$ cat src/rtl/canny_pkg.sv
`default_nettype none
// ---------------------------------------------------------------------------
// canny_pkg : shared image geometry, pixel type and streamer FSM encoding
// Rev 1.0
// ---------------------------------------------------------------------------
package canny_pkg;
  localparam int IMG_W  = 512;
  localparam int IMG_H  = 512;
  localparam int PIX_W  = 8;
  localparam int ADDR_W = 18;

  typedef logic [PIX_W-1:0] pixel_t;

  typedef enum logic [1:0] {
    ST_IDLE  = 2'd0,
    ST_RUN   = 2'd1,
    ST_DRAIN = 2'd2
  } stream_state_e;
endpackage
`default_nettype wire

$ cat src/rtl/pixel_streamer_if.sv
`default_nettype none
// ---------------------------------------------------------------------------
// pixel_streamer_if : frame-memory read port plus valid/ready pixel stream
// Rev 1.0
// ---------------------------------------------------------------------------
interface pixel_streamer_if #(
  parameter int PIX_W  = canny_pkg::PIX_W,
  parameter int ADDR_W = canny_pkg::ADDR_W
) ();
  logic [PIX_W-1:0]  pixel_out;
  logic              pixel_out_valid;
  logic              pixel_out_ready;
  logic              pixel_out_sol;
  logic              pixel_out_eof;
  logic              mem_rd_en;
  logic [ADDR_W-1:0] mem_addr;
  logic [PIX_W-1:0]  mem_rd_data;

  modport master (
    output pixel_out, pixel_out_valid, pixel_out_sol, pixel_out_eof,
    output mem_rd_en, mem_addr,
    input  pixel_out_ready, mem_rd_data
  );

  modport slave (
    input  pixel_out, pixel_out_valid, pixel_out_sol, pixel_out_eof,
    input  mem_rd_en, mem_addr,
    output pixel_out_ready, mem_rd_data
  );
endinterface
`default_nettype wire

$ cat src/rtl/pixel_skid_fifo.sv
`default_nettype none
// ---------------------------------------------------------------------------
// pixel_skid_fifo : 2-entry FIFO carrying pixel data with sol/eof tags
// Rev 1.0
// ---------------------------------------------------------------------------
module pixel_skid_fifo #(
  parameter int DW = 8
) (
  input  wire logic          clk,
  input  wire logic          rstN,
  input  wire logic          i_flush,
  input  wire logic          i_push,
  input  wire logic [DW-1:0] i_data,
  input  wire logic          i_sol,
  input  wire logic          i_eof,
  input  wire logic          i_pop,
  output logic [DW-1:0]      o_data,
  output logic               o_sol,
  output logic               o_eof,
  output logic               o_valid,
  output logic [1:0]         o_count
);
  logic [DW+1:0] r_ent0;
  logic [DW+1:0] r_ent1;
  logic          r_wr_ptr;
  logic          r_rd_ptr;
  logic [1:0]    r_count;
  logic          w_push;
  logic          w_pop;
  logic [DW+1:0] w_head;

  assign w_pop   = i_pop && (r_count != 2'd0);
  assign w_push  = i_push && ((r_count != 2'd2) || w_pop);
  assign w_head  = r_rd_ptr ? r_ent1 : r_ent0;
  assign {o_sol, o_eof, o_data} = w_head;
  assign o_valid = (r_count != 2'd0);
  assign o_count = r_count;

  always_ff @(posedge clk or negedge rstN) begin
    if (!rstN) begin
      r_ent0   <= '0;
      r_ent1   <= '0;
      r_wr_ptr <= 1'b0;
      r_rd_ptr <= 1'b0;
      r_count  <= 2'd0;
    end else if (i_flush) begin
      r_wr_ptr <= 1'b0;
      r_rd_ptr <= 1'b0;
      r_count  <= 2'd0;
    end else begin
      if (w_push) begin
        if (r_wr_ptr) r_ent1 <= {i_sol, i_eof, i_data};
        else          r_ent0 <= {i_sol, i_eof, i_data};
        r_wr_ptr <= ~r_wr_ptr;
      end
      if (w_pop) r_rd_ptr <= ~r_rd_ptr;
      case ({w_push, w_pop})
        2'b10:   r_count <= r_count + 2'd1;
        2'b01:   r_count <= r_count - 2'd1;
        default: r_count <= r_count;
      endcase
    end
  end
endmodule
`default_nettype wire

$ cat src/rtl/pixel_streamer.sv
`default_nettype none
// ---------------------------------------------------------------------------
// pixel_streamer : raster-order frame reader emitting one pixel per cycle
// Rev 1.0
// ---------------------------------------------------------------------------
module pixel_streamer #(
  parameter int IMG_W  = canny_pkg::IMG_W,
  parameter int IMG_H  = canny_pkg::IMG_H,
  parameter int PIX_W  = canny_pkg::PIX_W,
  parameter int ADDR_W = canny_pkg::ADDR_W
) (
  input  wire logic        clk,
  input  wire logic        rstN,
  input  wire logic        start,
  input  wire logic        abort,
  output logic             busy,
  output logic             done,
  pixel_streamer_if.master bus
);
  import canny_pkg::*;

  localparam int NPIX = IMG_W * IMG_H;
  localparam int CW   = $clog2(IMG_W);
  localparam int RW   = $clog2(IMG_H);
  localparam logic [ADDR_W-1:0] c_ADDR_LAST = ADDR_W'(NPIX - 1);
  localparam logic [CW-1:0]     c_COL_LAST  = CW'(IMG_W - 1);
  localparam logic [RW-1:0]     c_ROW_LAST  = RW'(IMG_H - 1);

  stream_state_e     r_state;
  stream_state_e     w_state_nxt;
  logic [ADDR_W-1:0] r_addr;
  logic              r_inflight;
  logic              r_done;
  logic [CW-1:0]     r_col;
  logic [RW-1:0]     r_row;
  logic              w_busy;
  logic              w_run;
  logic              w_issue;
  logic              w_pop;
  logic              w_last_pop;
  logic              w_push_sol;
  logic              w_push_eof;
  logic [1:0]        w_count;
  logic [2:0]        w_level;
  logic [PIX_W-1:0]  w_head_data;
  logic              w_head_sol;
  logic              w_head_eof;
  logic              w_head_valid;

  // Slots already committed (stored + arriving) must stay below 2 after this cycle's pop.
  assign w_level    = {1'b0, w_count} + {2'b00, r_inflight};
  assign w_pop      = w_head_valid && bus.pixel_out_ready;
  assign w_issue    = w_run && !abort && (w_level < (3'd2 + {2'b00, w_pop}));
  assign w_last_pop = (r_state == ST_DRAIN) && w_pop && w_head_eof;
  assign w_push_sol = (r_col == '0);
  assign w_push_eof = (r_col == c_COL_LAST) && (r_row == c_ROW_LAST);

  always_ff @(posedge clk or negedge rstN) begin
    if (!rstN) r_state <= ST_IDLE;
    else       r_state <= w_state_nxt;
  end

  always_comb begin
    w_state_nxt = r_state;
    if (abort) begin
      w_state_nxt = ST_IDLE;
    end else begin
      case (r_state)
        ST_IDLE:  if (start) w_state_nxt = ST_RUN;
        ST_RUN:   if (w_issue && (r_addr == c_ADDR_LAST)) w_state_nxt = ST_DRAIN;
        ST_DRAIN: if (w_last_pop) w_state_nxt = ST_IDLE;
        default:  w_state_nxt = ST_IDLE;
      endcase
    end
  end

  always_comb begin
    w_busy = (r_state != ST_IDLE);
    w_run  = (r_state == ST_RUN);
  end

  always_ff @(posedge clk or negedge rstN) begin
    if (!rstN) begin
      r_addr     <= '0;
      r_inflight <= 1'b0;
      r_col      <= '0;
      r_row      <= '0;
      r_done     <= 1'b0;
    end else if (abort) begin
      r_addr     <= '0;
      r_inflight <= 1'b0;
      r_col      <= '0;
      r_row      <= '0;
      r_done     <= 1'b0;
    end else begin
      r_inflight <= w_issue;
      r_done     <= w_last_pop;
      if (w_issue) r_addr <= (r_addr == c_ADDR_LAST) ? '0 : r_addr + ADDR_W'(1);
      // Position counters follow the data entering the FIFO, so tags ride with each pixel.
      if (r_inflight) begin
        if (r_col == c_COL_LAST) begin
          r_col <= '0;
          r_row <= (r_row == c_ROW_LAST) ? '0 : r_row + RW'(1);
        end else begin
          r_col <= r_col + CW'(1);
        end
      end
    end
  end

  pixel_skid_fifo #(
    .DW(PIX_W)
  ) u_fifo (
    .clk     (clk),
    .rstN    (rstN),
    .i_flush (abort),
    .i_push  (r_inflight),
    .i_data  (bus.mem_rd_data),
    .i_sol   (w_push_sol),
    .i_eof   (w_push_eof),
    .i_pop   (w_pop),
    .o_data  (w_head_data),
    .o_sol   (w_head_sol),
    .o_eof   (w_head_eof),
    .o_valid (w_head_valid),
    .o_count (w_count)
  );

  assign busy                = w_busy;
  assign done                = r_done;
  assign bus.mem_rd_en       = w_issue;
  assign bus.mem_addr        = r_addr;
  assign bus.pixel_out       = w_head_data;
  assign bus.pixel_out_valid = w_head_valid;
  assign bus.pixel_out_sol   = w_head_sol;
  assign bus.pixel_out_eof   = w_head_eof;
endmodule
`default_nettype wire
$ cat src/flat_wrapper.sv
// flat-port wrapper written by rule: the top's interface ports become plain ports
module pixel_streamer_flat import canny_pkg::*;
#(
  parameter int IMG_W  = canny_pkg::IMG_W,
  parameter int IMG_H  = canny_pkg::IMG_H,
  parameter int PIX_W  = canny_pkg::PIX_W,
  parameter int ADDR_W = canny_pkg::ADDR_W
)
  (clk, rstN, start, abort, busy, done, bus_pixel_out, bus_pixel_out_valid, bus_pixel_out_sol, bus_pixel_out_eof, bus_mem_rd_en, bus_mem_addr, bus_pixel_out_ready, bus_mem_rd_data);
  pixel_streamer_if #(.PIX_W(PIX_W), .ADDR_W(ADDR_W)) bus_i ();
  input  wire logic clk;
  input  wire logic rstN;
  input  wire logic start;
  input  wire logic abort;
  output logic busy;
  output logic done;
  output wire logic [$bits(bus_i.pixel_out)-1:0] bus_pixel_out;
  output wire logic [$bits(bus_i.pixel_out_valid)-1:0] bus_pixel_out_valid;
  output wire logic [$bits(bus_i.pixel_out_sol)-1:0] bus_pixel_out_sol;
  output wire logic [$bits(bus_i.pixel_out_eof)-1:0] bus_pixel_out_eof;
  output wire logic [$bits(bus_i.mem_rd_en)-1:0] bus_mem_rd_en;
  output wire logic [$bits(bus_i.mem_addr)-1:0] bus_mem_addr;
  input wire logic [$bits(bus_i.pixel_out_ready)-1:0] bus_pixel_out_ready;
  input wire logic [$bits(bus_i.mem_rd_data)-1:0] bus_mem_rd_data;
  assign bus_pixel_out = bus_i.pixel_out;
  assign bus_pixel_out_valid = bus_i.pixel_out_valid;
  assign bus_pixel_out_sol = bus_i.pixel_out_sol;
  assign bus_pixel_out_eof = bus_i.pixel_out_eof;
  assign bus_mem_rd_en = bus_i.mem_rd_en;
  assign bus_mem_addr = bus_i.mem_addr;
  assign bus_i.pixel_out_ready = bus_pixel_out_ready;
  assign bus_i.mem_rd_data = bus_mem_rd_data;
  pixel_streamer #(.IMG_W(IMG_W), .IMG_H(IMG_H), .PIX_W(PIX_W), .ADDR_W(ADDR_W)) u_core (.clk(clk), .rstN(rstN), .start(start), .abort(abort), .busy(busy), .done(done), .bus(bus_i));
endmodule
$ cat config.mk
export PLATFORM = sky130hd
export DESIGN_NAME = pixel_streamer_flat
export DESIGN_NICKNAME = d
export VERILOG_FILES = /design/src/rtl/canny_pkg.sv /design/src/rtl/pixel_streamer_if.sv /design/src/rtl/pixel_skid_fifo.sv /design/src/rtl/pixel_streamer.sv /design/src/flat_wrapper.sv
export SDC_FILE = /design/constraint.sdc
export NUM_CORES = 1
export LEC_CHECK = 0
export CORE_MARGIN = 2
export CORE_UTILIZATION = 49
export CTS_CLUSTER_SIZE = 10
export DETAILED_ROUTE_END_ITERATION = 8
export PLACE_DENSITY = 0.75
export SLEW_MARGIN = 20
export SYNTH_ARGS = -nofsm -noshare
export SYNTH_HDL_FRONTEND = slang
export SYNTH_SLANG_ARGS = --single-unit
$ cat constraint.sdc
create_clock -name clk -period 2.5 [get_ports clk]
set_input_delay 0.375 -clock clk [delete_from_list [all_inputs] [get_ports clk]]
set_output_delay 0.375 -clock clk [all_outputs]
set_load 0.005 [all_outputs]
; Word-level counts from Yosys, hierarchy flattened
; Cells that the tools add are included.
[word_totals]
out_inout_bits = 32
regBits = 64
elab_cells = 82
[op_classes]
add_sub_neg = 7
magnitude_cmp = 1
n_mux = 24
bitwise = 3
eq_ne = 11
n_reduce_logical = 25
[ops]
columns = op, count
row1 = $mux 9, 7
row2 = $mux 18, 3
row3 = $add 18x1->18 const B, 1
row4 = $add 9x1->9 const B, 2
row5 = $eq 18x18->1 const B, 1
row6 = $eq 9x9->1 const B, 2
row7 = $reduce_bool 2->1, 7
row8 = $mux 10, 1
row9 = $mux 2, 5
row10 = $logic_and 1x1->1, 9
row11 = $logic_not 9->1, 1
row12 = $reduce_and 3->1, 3
row13 = $mux 1, 6
row14 = $ne 3x3->1 const B, 2
row15 = $pmux 2 s3, 1
row16 = $eq 2x1->1 const B, 2
row17 = $eq 2x2->1 const B, 2
row18 = $pmux 2 s2, 1
row19 = $add 2x1->3, 1
row20 = $add 2x1->3 const A, 1
row21 = $lt 3x3->1, 1
row22 = $ne 3x2->1 const B, 1
row23 = $not 1->1, 3
row24 = $reduce_bool 3->1, 1
row25 = other kinds (7), 7

; Longest topological paths before layout
; Gate-level depths: netlist (run 1).
[depth]
ltp_word = 9
ltp_mapped = 11
ltp_nobuf = 9

; By module
; From an unflattened synthesis (run 1), not the netlist that was laid out.
[unflattened]
cells_unflattened = 326
area_unflattened_um2 = 3394.5
[modules_own_cells]
columns = module, area_each_um2, seq_area_each_um2, cells_each, instances
row1 = pixel_streamer, 2257.2, 1001.0, 247, 1
row2 = pixel_skid_fifo, 1137.3, 600.6, 79, 1

; Least setup slack after synthesis (run 1)
; No wires, ideal clock.
[synth_timing]
kind = register -> register
startpoint = register u_core.r_row[0]
endpoint = register u_core.r_row[4]
path_buffers = 2
required_time_ns = 2.436
setup_ns = 0.064
slack_ns = 0.033
arrival_ns = 2.403
path_stages_with_launch = 12
cell_sequence = dfrtp_1 -> ha_1 -> and3_1 -> and3_1 -> and3_1 -> ha_1 -> or2_2 -> clkbuf_1 -> or2_1 -> clkbuf_1 -> nor3b_1 -> a21o_1
[synth_via]
elab_chain_cells = 5
elab_cells_between_ends = 6
classes_between = add/sub: 1 / eq/ne: 1 / mux: 4
[synth_rtl]
columns = item, line
row1 = start: declaration, pixel_streamer.sv:35  ; logic [RW-1:0] r_row;
row2 = start signal: assignment, pixel_streamer.sv:103  ; r_row <= (r_row == c_ROW_LAST) ? '0 : r_row + RW'(1);
row3 = $add 9x1->9 or $eq 9x9->1 (tied branches), pixel_streamer.sv:103
row4 = $mux 9 *, pixel_streamer.sv:103
row5 = $mux 9 *, pixel_streamer.sv:101  ; if (r_col == c_COL_LAST) begin
row6 = $mux 9 *, pixel_streamer.sv:100  ; if (r_inflight) begin
row7 = $mux 9 *, pixel_streamer.sv:89  ; end else if (abort) begin
; Every way passes the cells marked *; elsewhere a longest branch is shown, timed or not. The select of a mux whose other input is x is not followed.
; A chain may end at the register's enable or synchronous reset.

; Worst setup path after layout (run 1)
[layout_timing]
startpoint = register u_core.u_fifo.r_count[0], in the netlist u_core.u_fifo.o_count[0]
endpoint = output port bus_mem_rd_en
[layout_via]
elab_chain_cells = 5
elab_cells_between_ends = 6
classes_between = add/sub: 2 / order compare: 1 / reduce/logical: 3
[layout_rtl]
columns = item, line
row1 = start: declaration, pixel_skid_fifo.sv:27  ; logic [1:0] r_count;
row2 = start signal: assignment, pixel_skid_fifo.sv:58  ; 2'b10: r_count <= r_count + 2'd1;
row3 = start signal: assignment, pixel_skid_fifo.sv:59  ; 2'b01: r_count <= r_count - 2'd1;
row4 = start signal: assignment, pixel_skid_fifo.sv:60  ; default: r_count <= r_count;
row5 = $reduce_bool 2->1, pixel_skid_fifo.sv:36  ; assign o_valid = (r_count != 2'd0);
row6 = $logic_and 1x1->1, pixel_streamer.sv:52  ; assign w_pop = w_head_valid && bus.pixel_out_ready;
row7 = $add 2x1->3, pixel_streamer.sv:53  ; assign w_issue = w_run && !abort && (w_level < (3'd2 + {2'b00, w_pop}));
row8 = $lt 3x3->1 *, pixel_streamer.sv:53
row9 = $logic_and 1x1->1 *, pixel_streamer.sv:53
row10 = end: declaration, flat_wrapper.sv:21  ; output wire logic [$bits(bus_i.mem_rd_en)-1:0] bus_mem_rd_en;
; Every way passes the cells marked *; elsewhere a longest branch is shown, timed or not.

==> results of run 1 <==
==> synth_stat cells (all sizes together) (2+ instances only) <==
master	n
dfrtp	64
mux2	28
nand2	27
nor2	27
o21ai	21
nand3	16
a21oi	9
nor3	9
clkbuf	8
ha	8
inv	8
xor2	8
a31oi	6
nand2b	6
nand4	6
xnor2	6
and3	5
nand3b	5
o31ai	5
or2	5
buf	4
nor2b	4
nor4	4
nor4b	4
nor3b	3
or3	3
nand4b	2
o211ai	2
o21a	2
==> final cells by class <==
cell class / instances / area [sq um]
fill: 512 / 2260
multi-input combinational: 233 / 1630
sequential: 64 / 1600
timing repair buffer: 57 / 532
clock buffer: 11 / 141
clock inverter: 5 / 128
tap: 77 / 96.3
inverter: 8 / 30.0
==> through the flow <==
step | TNS (ns) | util (%)
detailed placement | 0 | 60.2
global route | -0.00544 | 64.7
global placement | 0 | 60.2
CTS | 0 | 64.5
floorplan | 0 | -
finish | 0 | 64.7
==> worst reg2reg max path, delay by kind of cell, from the launching register on <==
family          cells  cell delay, ns
simple gates        6            1.35
compound gates      1            0.10
fa+ha+maj           2            0.44
flops               1            0.40
==> layer usage <==
metal | global-route usage, % | wire [um] | part of all wire [%]
met1 | 26.7 | 3110 | 46
met2 | 31.7 | 3380 | 49
met3 | 5.49 | 252 | 3.7
met5 | 0 | 0 | 0
met4 | 6.20 | 87 | 1.3
==> placed cells by master (no fill, tap or decap), drive strengths merged, types with 3 or more instances in the layout <==
cell type	synthesis	routed
a21oi	9	9
a31oi	6	6
and3	5	5
buf	4	14
bufinv	0	4
clkbuf	8	11
clkdlybuf4s50	0	42
dfrtp	64	64
ha	8	8
inv	8	8
mux2	28	28
nand2	27	27
nand2b	6	6
nand3	16	16
nand3b	5	5
nand4	6	6
nor2	27	27
nor2b	4	4
nor3	9	9
nor3b	3	3
nor4	4	4
nor4b	4	4
o21ai	21	21
o31ai	5	5
or2	5	5
or3	3	3
xnor2	6	6
xor2	8	8
==> cell families after synthesis <==
group	count (synthesis)	synth area share, %
mux	29	9.88
flops	64	48.6
buf+inv	20	2.43
simple gates	128	22.1
fa+ha+maj	8	3.04
compound gates	54	10.2
xor+xnor	14	3.72
==> report_power, final <==
| part | switching (W) | total (W) | internal, W |
|---|---|---|---|
| Combinational | 0.000143 | 0.000365 | 0.000222 |
| Sequential | 0.0000497 | 0.00117 | 0.00112 |
| Clock | 0.000392 | 0.00118 | 0.000791 |
==> worst min-delay path by stage <==
stage	from	cells past startpoint	slack [ns]	endpoint
2_1_floorplan	rstN	0	0.08	u_core.bus.mem_addr[0]$_DFFE_PN0P_
3_3_place_gp	u_core.u_fifo.r_ent1[8]$_DFFE_PN0P_	2	0.46	u_core.u_fifo.r_ent1[8]$_DFFE_PN0P_
3_5_place_dp	u_core.u_fifo.r_ent1[8]$_DFFE_PN0P_	2	0.47	u_core.u_fifo.r_ent1[8]$_DFFE_PN0P_
4_1_cts	rstN	2	0.24	u_core.r_col[7]$_DFFE_PN0P_
5_1_grt	rstN	2	0.28	u_core.r_col[7]$_DFFE_PN0P_
6_report	rstN	2	0.20	u_core.r_col[3]$_DFFE_PN0P_
==> registers in the layout, summed over array words and instances (netlist names) <==
signal                  flops
u_core.u_fifo.r_ent1       10
u_core.u_fifo.r_wr_ptr      1
u_core.r_inflight           1
u_core.u_fifo.r_rd_ptr      1
u_core.r_state              2
u_core.bus.mem_addr        18
u_core.u_fifo.r_ent0       10
u_core.r_col                9
u_core.r_row                9
u_core.u_fifo.o_count       2
u_core.done                 1
==> what timing repair did <==
item                                    4_1_cts  5_1_grt
hold buffers                                  0        0
resized for setup                             4        2
pin swaps                                     0        0
endpoints found under the setup margin        1        4
buffers inserted                              0        1
==> results.md, run 1 <==
Outcome:
- The run finished with clean final reports.

Clock network:
- The clock latency at the later pin of the worst-skew pair is 0.34 ns.
- The CTS buffer count is 9.
- The clock tree from TritonCTS is built.
- The cell at the root of the clock tree is clkbuf_8.
- The maximum buffer depth of the clock tree is 2.
- The H-tree depth is 3.
- Clock-pin slew was measured on the worst setup and hold paths at 0.08 ns.
- The clock net sink count is 64.

Route:
- Once detail routing completed, the nets flagged for antenna violations numbered 0.
- In the final routed layout, each cell accounts on average for 15.0 um.
- In the routed layout, each cell is associated on average with a via count of 5.71.
- The post-detailed-route DRC marker count is 0.
- The routed wire length is 6840 um.
- The detailed router finished its first iteration with 115 violations.
- The total iterations of the first detailed-routing run is 4.
- Detailed routing inserted a total of 2599 vias.

Worst setup path:
- The critical-path maximum fanout is 3.
- Following the worst setup path forward leads to its endpoint at bus_mem_rd_en.
- The signal on the critical path passes through ha_1, ha_2, nand2b_1, or3_4, nor2b_4, dlygate4sd2_1.
- The kind of critical path is register to output pin.
- Together, buffers and inverters on the worst path number 1.
- The setup slack of the most critical reg-to-reg path is 0.14 ns.
- Data arrives at the worst endpoint at 2.02 ns.
- The startpoint identified for the worst register-to-register timing path is u_core.r_row[0]$_DFFE_PN0P_.
- The slowest stage of the critical path is the dfrtp_1 cell.
- The depth of the worst register-to-register path is 9.
- The required time of the critical path is 2.12 ns.
- The kind of end point of the critical path is an output pin.
- STA classifies the critical path startpoint as a register.
- Tracing the worst setup path back leads to its startpoint at u_core.u_fifo.o_count[0]$_DFFE_PN0P_.
- The family with the most delay on the worst path is simple AND/OR/NAND/NOR gates.
- For this run, the slowest stage of the critical path takes 0.39 ns.
- The endpoint of the most critical register-to-register path is u_core.r_row[4]$_DFFE_PN0P_.
- The number of stages on the worst setup path is 6.

Global route:
- The initial antenna violation count is 0.
- The first global-routing pass estimated 11700 um of wire.
- Summed over all layers, the global routing overflow is 0.
- The total global routing track utilization is 20.0%.
- The largest net degree at the start of global routing is 65.
- The number of global-route vias before repair is 2475.

Cells and area:
- The summed area of non-filler cells in the final layout is 4160 sq um.
- From synthesis to final layout, the design area changed by 26.3%.
- The net count of the finished layout is 394.
- The antenna cell count is 0.
- The non-filler instance count after layout is 455.
- The post-route netlist has 19.3% of its cells at a drive strength greater than 1.

Synth:
- After synthesis, flip-flops and latches occupy 48.6% of the total area.
- Yosys printed 0 warnings.
- Counting every net in the synthesized netlist gives 338.
- By area the synthesized netlist is led by dfrtp_1 (49%), mux2_2 (9.6%), nor2_1 (3.1%).
- The area share of the leading cell type in the synthesized netlist is 48.6%.
- The number of enable flip-flop cells after synthesis is 0.
- The share of async-settable or async-resettable flops after synthesis is 100%.
- The netlist area before placement is 3290 sq um.
- Counting flops and latches in the post-synthesis netlist gives 64.
- The leading area contributor after synthesis is dfrtp_1.
- The cell count after synthesis is 317.
- The count of different cell masters after synthesis is 48.
- The most used flip-flop cell after synthesis is dfrtp_1.
- After synthesis, the mean cell area works out to 10.4 sq um.

Timing:
- The count of pins over their slew limit is 0.
- The worst path uses 95.6% of the clock period.
- The number of hold violations in the final report is 0.
- The pin slew with the least headroom to its limit is 0.801 ns.
- Measured against its own limit, the worst slew margin works out to 46.6%.
- Timing would allow up to 0.418 GHz.
- The shortest period the worst path allows is 2.39 ns.
- Once routing completed, OpenROAD measured the worst setup slack at 0.110 ns.
- Setup violations remaining at the end of the flow were counted as 0.
- The clock skew after layout is 0.0126 ns.
- Across all hold checks on the routed design, the worst slack comes to 0.204 ns.

Run:
- The number of max-cap violations is 0.

Place:
- The number of port buffers is 44.
- The weighted congestion reported at the end of routability-driven placement is 0.814.
- The wire-length estimate of the detail-placed layout is 4680 um.
- OpenSTA, run right after detailed placement, puts the worst setup slack at 0.0907 ns.
- In this run the cell area measured after placement is 3860 sq um.
- The number of placed instances with taps included is 438.

Die:
- The placement row count is 29.
- The die covers 7390 sq um.
- In this run the standard cell core region covers 6420 sq um.
- For this configuration, the core starts out at a cell density of 51.3%.
- The vertical die dimension is 86.0 um.
- During I/O placement, the number of pins put on the boundary was 45.
- The overall die width is 86.0 um.

Power and ir drop:
- Power spread over the standard cell area amounts to 654 nW/um^2.
- The leakage power summed over all cells is 1.79 nW.
- The total power of the final layout is 0.00272 W.
- Across the VDD grid, the largest voltage drop is 0.447 mV.

Hold path:
- In this run the worst hold path is classified as input port to asynchronous set/reset pin.
Power figures use the tool's default switching activity.
==> run 2, diff against run 1 <==
- RECOVER_POWER: default -> 100
==> run 2 against run 1 <==
  * The run now ends with capacitance limit, slew limit left
  * Routed wire length rose by 0.26%
  * Combinational power fell by 5%
  * Cell count did not move
  * Via count did not move
==> results.md, run 2 (same netlist as run 1, synthesis figures left out) <==
Timing:
- The clock skew after layout is 0.0122 ns.
- Dividing the final minimum period by the clock period gives 95.9%.
- The number of hold violations in the final report was 0.
- For the pin with the worst max-slew slack, the measured transition is 1.57 ns.
- The count of final setup violators is 0.
- Counting I/O delays and the setup requirement, the final critical path takes 2.40 ns.
- Timing would allow up to 0.417 GHz.
- The relative slew slack is -4.41%.
- The summed negative setup slack over all endpoints is 0 ns.
- The count of pins over their slew limit was 65.

Hold path:
- The startpoint identified for the worst hold timing path is u_core.u_fifo.r_ent1[8]$_DFFE_PN0P_.
- The worst hold-check path type is register to register.
- The worst hold path terminates at u_core.u_fifo.r_ent1[8]$_DFFE_PN0P_.
- The number of cells traversed by the worst hold path is 2.

Die:
- The vertical die dimension is 86.0 um.
- The placement row count is 29.
- The initial core utilization is 51.3%.
- In this run the horizontal extent of the chip is 86.0 um.
- The floorplan step defined a core boundary enclosing 6420 sq um.
- The number of ports placed on the die boundary is 45.
- The floorplan step defined a die boundary enclosing 7390 sq um.

Worst setup path:
- The startpoint of the most critical register-to-register path is u_core.r_row[0]$_DFFE_PN0P_.
- The startpoint kind of the worst setup timing path is a register.
- For this run, the slowest stage of the critical path takes 0.39 ns.
- The setup check on the worst reg-to-reg path leaves a slack of 0.14 ns.
- For the worst setup path, the data required time is 2.12 ns.
- The critical path goes through ha_1, ha_2, nand2b_1, or3_4, nor2b_4, dlygate4sd2_1.
- The kind of end point of the critical path is an output pin.
- By startpoint and endpoint, the worst setup path is classified as register to output pin.
- Of all nets on the critical path, the largest fanout is 3.
- The number of buffers and inverters on the critical path is 1.
- In this run the critical register-to-register path is captured at u_core.r_row[4]$_DFFE_PN0P_.
- The master of the slowest instance on the critical path is dfrtp_1.
- The kind of cell with the highest combined delay along the critical path is simple AND/OR/NAND/NOR gates.
- For the worst setup path, the data arrival time is 2.02 ns.
- Measured in cells, the most critical reg-to-reg path has a length of 9.

Route:
- After detailed routing, the number of vias per cell comes to 5.71.
- The first TritonRoute pass finished after 4 iterations.
- For this run, design rule violations remaining after detail routing come to 0.
- The count of nets left with antenna violations after detail routing is 0.
- The number of DRC markers after the initial detailed-route iteration is 104.
- The average wire length per cell after detail routing is 15.1 um.
- For this block, the via count after detailed routing is 2599.
- The routed wire length is 6860 um.

Cells and area:
- The most frequent standard cell in the layout excluding fill and tap cells is dfrtp_1.
- The multi-input combinational cells in the finished layout cover a total of 1610 sq um.
- The net count of the finished layout is 394.
- The antenna cell count is 0.
- The area growth from synthesis to layout is 25.2%.
- The layout cell share with drive strength beyond 1 is 17.7%.
- The top cell types in the final layout, fill and taps aside, are dfrtp_1 (64), mux2_2 (28), nor2_1 (27), nand2_1 (27), dlygate4sd3_1 (27).
- The combined flip-flop and latch cell area is 1600 sq um.
- With fillers left out, the area of the finished cells amounts to 4120 sq um.
- The filler cell count is 523.
- The flip-flop count of the largest register, all copies and words added is 18.

Global route:
- Global routing consumed, over all layers together, 20.0% of the routing resources.
- For this run the aggregate overflow at the end of global routing stands at 0.
- Entering global routing, the biggest net connects 65 pins.
- The initial antenna violation count is 0.
- The wire length of the first global-routing pass is 11700 um.
- The number of global-route vias before repair was 2475.

Clock network:
- For this design, the CTS-stage hold fixing added 0 buffers.
- The clock latency at the later pin of the worst-skew pair is 0.34 ns.
- Clock-pin slew was measured on the worst setup and hold paths at 0.08 ns.
- The CTS buffer count is 9.
- The longest clock path from root to sink contains 2 buffers.
- The clock tree from TritonCTS is built.
- The H-tree depth is 3.
- The clock net in this run drives a total of 64 sinks.
- The cell at the root of the clock tree is clkbuf_8.

Outcome:
- The final reports fail on capacitance limit, slew limit.
- The flow ran to the end, but the final reports show violations.

Run:
- Max-cap violations in this run came to 1.

Power and ir drop:
- The leakage power summed over all cells is 1.83 nW.
- The highest ir drop seen on vdd is 0.444 mV.
- Power spread over the standard cell area amounts to 656 nW/um^2.

Place:
- The weighted congestion reported at the end of routability-driven placement is 0.814.
- Port buffering added 44 buffers.
- After legalization and detailed placement, the total HPWL measured 4680 um.
- In this run the cell area measured after placement is 3860 sq um.
[run 2: cell types whose count changed in the layout (fill, tap and decap cells not counted), sizes merged]
| cell | before | now |
|---|---|---|
| clkbuf | 11 | 17 |
| buf | 14 | 8 |
| clkdlybuf4s50 | 42 | 15 |
| dlygate4sd3 | 0 | 27 |
[run 2: metal layers]
layer | global-route usage, % | share of wire, % | wire, um
met1 | 26.7 | 45 | 3110
met2 | 31.7 | 50 | 3400
met3 | 5.49 | 3.7 | 255
met4 | 6.20 | 1.3 | 87
met5 | 0 | 0 | 0
[run 2: worst min-delay path, cell delays in order, from the launching register on]
cell     delay (ns)
dfrtp_1        0.35
nand2_1        0.04
o21ai_0        0.06
[run 2: worst max-delay path by stage]
stage                                               startpoint                           to  slack (ns)  depth (start not counted)
after global routing               u_core.r_row[0]$_DFFE_PN0P_  u_core.r_row[4]$_DFFE_PN0P_      -0.005                          9
after global placement    u_core.u_fifo.o_count[0]$_DFFE_PN0P_                bus_mem_rd_en        0.12                          6
after floorplan                    u_core.r_row[0]$_DFFE_PN0P_  u_core.r_row[4]$_DFFE_PN0P_        0.03                         11
after CTS                 u_core.u_fifo.o_count[0]$_DFFE_PN0P_                bus_mem_rd_en        0.07                          6
final                     u_core.u_fifo.o_count[0]$_DFFE_PN0P_                bus_mem_rd_en        0.10                          6
after detailed placement  u_core.u_fifo.o_count[0]$_DFFE_PN0P_                bus_mem_rd_en        0.09                          6
[run 2: timing repair]
action / 4_1_cts / 5_1_grt
gates resized for setup: 4 / 2
setup buffers: 0 / 1
cloned: 0 / 0
setup endpoints to repair: 1 / 4
[run 2: area by class of cell]
class                      count  area share, %
sequential                    64           38.8
inverter                       8          0.728
timing repair buffer          57           12.5
multi-input combinational    233           39.1
tap                           77           2.34
clock inverter                 5           3.10
clock buffer                  11           3.43
[run 2: per-stage QoR]
step           setup WS [ns]  hold WS [ns]  instances  util, %  power [W]
6_report               0.103         0.482        455     64.2    0.00270
5_1_grt             -0.00535         0.531        455     64.2    0.00282
4_1_cts               0.0699         0.238        454     64.5    0.00275
3_5_place_dp          0.0907         0.471        438     60.2    0.00156
3_3_place_gp           0.123         0.465        438     60.2    0.00154
2_1_floorplan         0.0335        0.0794        317        -    0.00137
[run 2: power breakdown]
part / internal, W / switching [W] / leakage [nW]
combinational: 0.000207 / 0.000141 / 0.844
sequential: 0.00112 / 0.0000494 / 0.859
clock: 0.000791 / 0.000392 / 0.130
